<file path="config.mk">
export PLATFORM = sky130hd
export DESIGN_NAME = rob_retire
export DESIGN_NICKNAME = d
export VERILOG_FILES = /design/src/rtl/rob_retire.sv
export SDC_FILE = /design/constraint.sdc
export NUM_CORES = 1
export LEC_CHECK = 0
export CELL_PAD_IN_SITES_DETAIL_PLACEMENT = 1
export CELL_PAD_IN_SITES_GLOBAL_PLACEMENT = 2
export CORE_MARGIN = 10
export CORE_UTILIZATION = 47
export DETAILED_ROUTE_END_ITERATION = 8
export PLACE_DENSITY = 0.91
export SYNTH_ARGS = -nofsm -noshare
export SYNTH_HDL_FRONTEND = slang
export SYNTH_SLANG_ARGS = --single-unit
export TNS_END_PERCENT = 20
</file>
<file path="constraint.sdc">
create_clock -name clk -period 3.6 [get_ports clk]
set_input_delay 0.72 -clock clk [delete_from_list [all_inputs] [get_ports clk]]
set_output_delay 0.72 -clock clk [all_outputs]
set_load 0.005 [all_outputs]
</file>
<file path="src/rtl/rob_retire.sv">
// In-order retirement buffer: records renamed instructions in program order,
// retires one done head entry per cycle and returns its superseded physical register.
module rob_retire #(
  parameter int DEPTH = 16,
  parameter int TAG_W = 4
) (
  input  logic             clk,
  input  logic             rst_n,
  input  logic             disp_valid,
  output logic             disp_ready,
  input  logic             disp_has_rd,
  input  logic [4:0]       disp_rd,
  input  logic [5:0]       disp_pd,
  input  logic [5:0]       disp_old_pd,
  output logic [TAG_W-1:0] disp_tag,
  input  logic             cmpl_valid,
  input  logic [TAG_W-1:0] cmpl_tag,
  input  logic             flush,
  output logic             retire_valid,
  output logic [4:0]       retire_rd,
  output logic [5:0]       retire_pd,
  output logic             free_valid,
  output logic [5:0]       free_preg,
  output logic [TAG_W:0]   count,
  output logic             empty
);

  typedef struct packed {
    logic       has_rd;
    logic [4:0] rd;
    logic [5:0] pd;
    logic [5:0] old_pd;
  } entry_t;

  localparam logic [TAG_W:0] PTR_ONE = (TAG_W + 1)'(1);

  entry_t           mem [DEPTH];
  entry_t           head_entry;
  logic [DEPTH-1:0] valid_q, done_q, valid_next, done_next;
  logic [TAG_W:0]   head_q, tail_q;
  logic [TAG_W-1:0] head_idx, tail_idx;
  logic             full, disp_fire, retire_fire, cmpl_fire;

  assign head_idx   = head_q[TAG_W-1:0];
  assign tail_idx   = tail_q[TAG_W-1:0];
  // Extra wrap bit distinguishes full (same index, different lap) from empty.
  assign full       = (head_idx == tail_idx) && (head_q[TAG_W] != tail_q[TAG_W]);
  assign empty      = (head_q == tail_q);
  assign count      = tail_q - head_q;
  assign disp_ready = !full;
  assign disp_tag   = tail_idx;
  assign head_entry = mem[head_idx];

  assign disp_fire   = disp_valid && !full;
  assign retire_fire = valid_q[head_idx] && done_q[head_idx];
  assign cmpl_fire   = cmpl_valid && valid_q[cmpl_tag] &&
                       !(disp_fire && (cmpl_tag == tail_idx));

  always_comb begin
    // NOTE: defaults first so every path assigns both vectors; otherwise latches are inferred.
    valid_next = valid_q;
    done_next  = done_q;
    if (retire_fire) valid_next[head_idx] = 1'b0;
    if (cmpl_fire)   done_next[cmpl_tag]  = 1'b1;
    // Dispatch is applied last so a fresh entry always starts not-done.
    if (disp_fire) begin
      valid_next[tail_idx] = 1'b1;
      done_next[tail_idx]  = 1'b0;
    end
  end

  // NOTE: state uses non-blocking assignments so every register samples pre-edge values.
  always_ff @(posedge clk) begin
    if (!rst_n) begin
      head_q       <= '0;
      tail_q       <= '0;
      valid_q      <= '0;
      done_q       <= '0;
      retire_valid <= 1'b0;
      free_valid   <= 1'b0;
      retire_rd    <= '0;
      retire_pd    <= '0;
      free_preg    <= '0;
    end else if (flush) begin
      head_q       <= '0;
      tail_q       <= '0;
      valid_q      <= '0;
      done_q       <= '0;
      retire_valid <= 1'b0;
      free_valid   <= 1'b0;
    end else begin
      valid_q      <= valid_next;
      done_q       <= done_next;
      retire_valid <= retire_fire;
      free_valid   <= retire_fire && head_entry.has_rd;
      if (retire_fire) begin
        head_q    <= head_q + PTR_ONE;
        retire_rd <= head_entry.rd;
        retire_pd <= head_entry.pd;
        free_preg <= head_entry.old_pd;
      end
      if (disp_fire) tail_q <= tail_q + PTR_ONE;
    end
  end

  // NOTE: payload storage has no reset; it is only ever read behind a set valid bit.
  always_ff @(posedge clk) begin
    if (disp_fire) mem[tail_idx] <= '{has_rd: disp_has_rd, rd: disp_rd,
                                      pd: disp_pd, old_pd: disp_old_pd};
  end

endmodule
</file>
==> out/metrics.cfg <==
[status]
status=completed

[grt]
track_usage_pct=19.3
grt_pass1_vias=8417
antenna_found_initial=0
grtUsageMet2_pct=33.4
grt_start_max_net_pins=73
grt_overflow=0
use_met3_pct=2.71
met1_usage_pct=24.2
grt.busiest_layer=met2
grt_pass1_wl_um=55000

[synthesis]
synthFlopType=edfxtp_1
synthTopCellsByArea=edfxtp_1 (61%), mux4_2 (15%), dfxtp_1 (9.2%)
syn_area_um2=14200
synth_top_area_cell=edfxtp_1
syn_area_per_cell_um2=18.2
synthDistinctLibCells=44
synth_edf_count=288
synth_most_common_cell=edfxtp_1
synth_nets=818
yosysTopAreaCellShare_pct=61.0
netlist_top_cells_count=edfxtp_1 (288), mux4_2 (94), dfxtp_1 (65), nand2_1 (39), nor2_1 (24)
synth_cells=778
ys_async_sr_fraction_pct=0
yosys_warnings=0
yosysSeqAreaShare_pct=70.1
synth_seq_cells=353

[sta]
hold_viol=0
min_period_ns=3.40
worst_slew_pin_slew_ns=1.05
setup_tns_ns=0
setup_viol=0
timing.hold.ws_ns=0.473
rsz0062_at_grt=no
drv_slew=0
max_freq_mhz=294
clock_skew_ns=0.0203
maxSlewHeadroom_pct=29.6
finalCritPeriodShare_pct=94.6

[clock_network]
cts_buffer_depth=3
cts_tree=yes
clockRootBuffer=clkbuf_16
clk_pin_slew_ns=0.06
ctsHtreeMaxLevel=2
postCtsHoldBufs=0
cts_resized=0
clkLatencyLatePin_ns=0.52
post_cts.repair.setup_buffers=0
cts_buffers=36
clock_sinks=353

[hold_path]
hold_path_class=reg -> reg

[critical_path]
cpMaxStageDelayCell=dfxtp_1
endpoint_kind=output pin
worstSetupStartpointType=register
cp.required_ns=2.88
cp_max_fo=13
worstPathCellList=inv_1, ha_1, a21o_1, a21oi_1, xnor2_1, clkdlybuf4s50_1
max_stage_delay_ns=0.55
worstPathArrival_ns=2.68
path_class=reg -> out

[routing]
wl_per_cell_um=29.2
drt_first_pass_iters=5
vias=7799
drcViolationCount=0
drtIter0Drc=720
viasPerCell=6.15
route.antenna.remaining_nets=0
drt_wl_total_um=37000

[cells_and_area]
fillers=2627
synthToLayoutAreaGrowth_pct=16.1
drive_above_1_share_pct=21.7
final_nets=892
n_antenna_cell=0

[place]
gp_congestion=0.797
port_buffers=56
dp_hpwl_um=21000

[floorplan]
die-area_um2=37500
ios=57
die_w_um=194
core_um2=29700
num_rows=63
initial_core_util_pct=47.7
die_y_um=194

[power_and_ir_drop]
p_leak_nw=5.26
power_density_nw_per_um2=511
vdd_drop_max_mv=0.333

[job]
max-cap-violations=0

## metal layers
metal | wire, um | vias to the layer above | share of wire [%]
met4 | 1170 | 0 | 3.2
li1 | - | 3316 | -
met5 | 0 | - | 0
met2 | 19100 | 281 | 52
met3 | 2270 | 74 | 6.1
met1 | 14400 | 4128 | 39
## layout by cell type (no fill, tap or decap), types with 12 or more instances in the layout
cell | Yosys | layout
nand2_1 | 39 | 39
nor2_1 | 24 | 24
o311ai_0 | 17 | 17
ha_1 | 12 | 12
edfxtp_1 | 288 | 288
inv_1 | 13 | 13
clkbuf_16 | 0 | 36
nor3_1 | 20 | 20
o31ai_1 | 18 | 18
buf_4 | 11 | 29
dfxtp_1 | 65 | 62
a31oi_1 | 19 | 19
clkdlybuf4s50_1 | 0 | 56
and3_1 | 13 | 13
a21oi_1 | 21 | 21
mux4_2 | 94 | 94
o21ai_0 | 17 | 17
## path summary, 6_finish.rpt
check | start | to | slack (ns) | depth (start not counted)
worst max-delay path | head_q[2] | count[4] | 0.20 | 6
worst min-delay path | valid_q[15] | valid_q[15] | 0.47 | 2
worst max register to register | head_q[2] | done_q[4] | 0.54 | 7
worst min register to register | valid_q[15] | valid_q[15] | 0.47 | 2
## where the power goes
group          leakage (nW)  switching, W  total, W  internal [W]
Sequential             3.13    0.00000774   0.00444       0.00443
Clock                 0.585       0.00154   0.00376       0.00222
Combinational          1.55      0.000135  0.000210     0.0000746
Total                  5.26       0.00168   0.00841       0.00673
## cells by family after synthesis
| logic type | after synthesis | share of synthesized area, % |
|---|---|---|
| flops | 353 | 70.1 |
| simple gates | 130 | 4.52 |
| mux | 103 | 16.5 |
| compound gates | 100 | 4.62 |
| buf+inv | 67 | 2.31 |
| fa+ha+maj | 13 | 1.20 |
| xor+xnor | 12 | 0.741 |
## metrics by stage
stage,setup WS [ns],util [%],total power (W),instances,area (um^2)
detailed placement,0.607,51.4,0.00474,1204,15300
floorplan,1.09,-,0.00461,778,14200
global placement,0.707,51.4,0.00472,1204,15300
finish,0.195,55.4,0.00841,1269,16500
global route,0.0294,55.4,0.00866,1269,16500
CTS,0.0748,55.4,0.00846,1269,16500
## layout make-up
cell class	instances	area, um^2	area share, %
timing repair buffer	90	878	5.33
multi-input combinational	358	3910	23.7
tap	390	488	2.96
inverter	13	48.8	0.296
clock buffer	46	978	5.94
sequential	353	9960	60.4
clock inverter	19	211	1.28
## flip-flops by register name, summed over array words and instances (netlist names), named ones only
register and cells:
mem 288, done_q 16, valid_q 16, free_preg 6, retire_pd 6, head_q 5, retire_rd 5, tail_q 5
free_valid 1, retire_valid 1
## worst max-delay path: cells and delay by family (launching register included)
family          cells  cell delay [ns]
flops               1             0.55
fa+ha+maj           1             0.37
compound gates      2             0.36
xor+xnor            1             0.15
buf+inv             2             0.73
(Power assumes the default switching activity.)
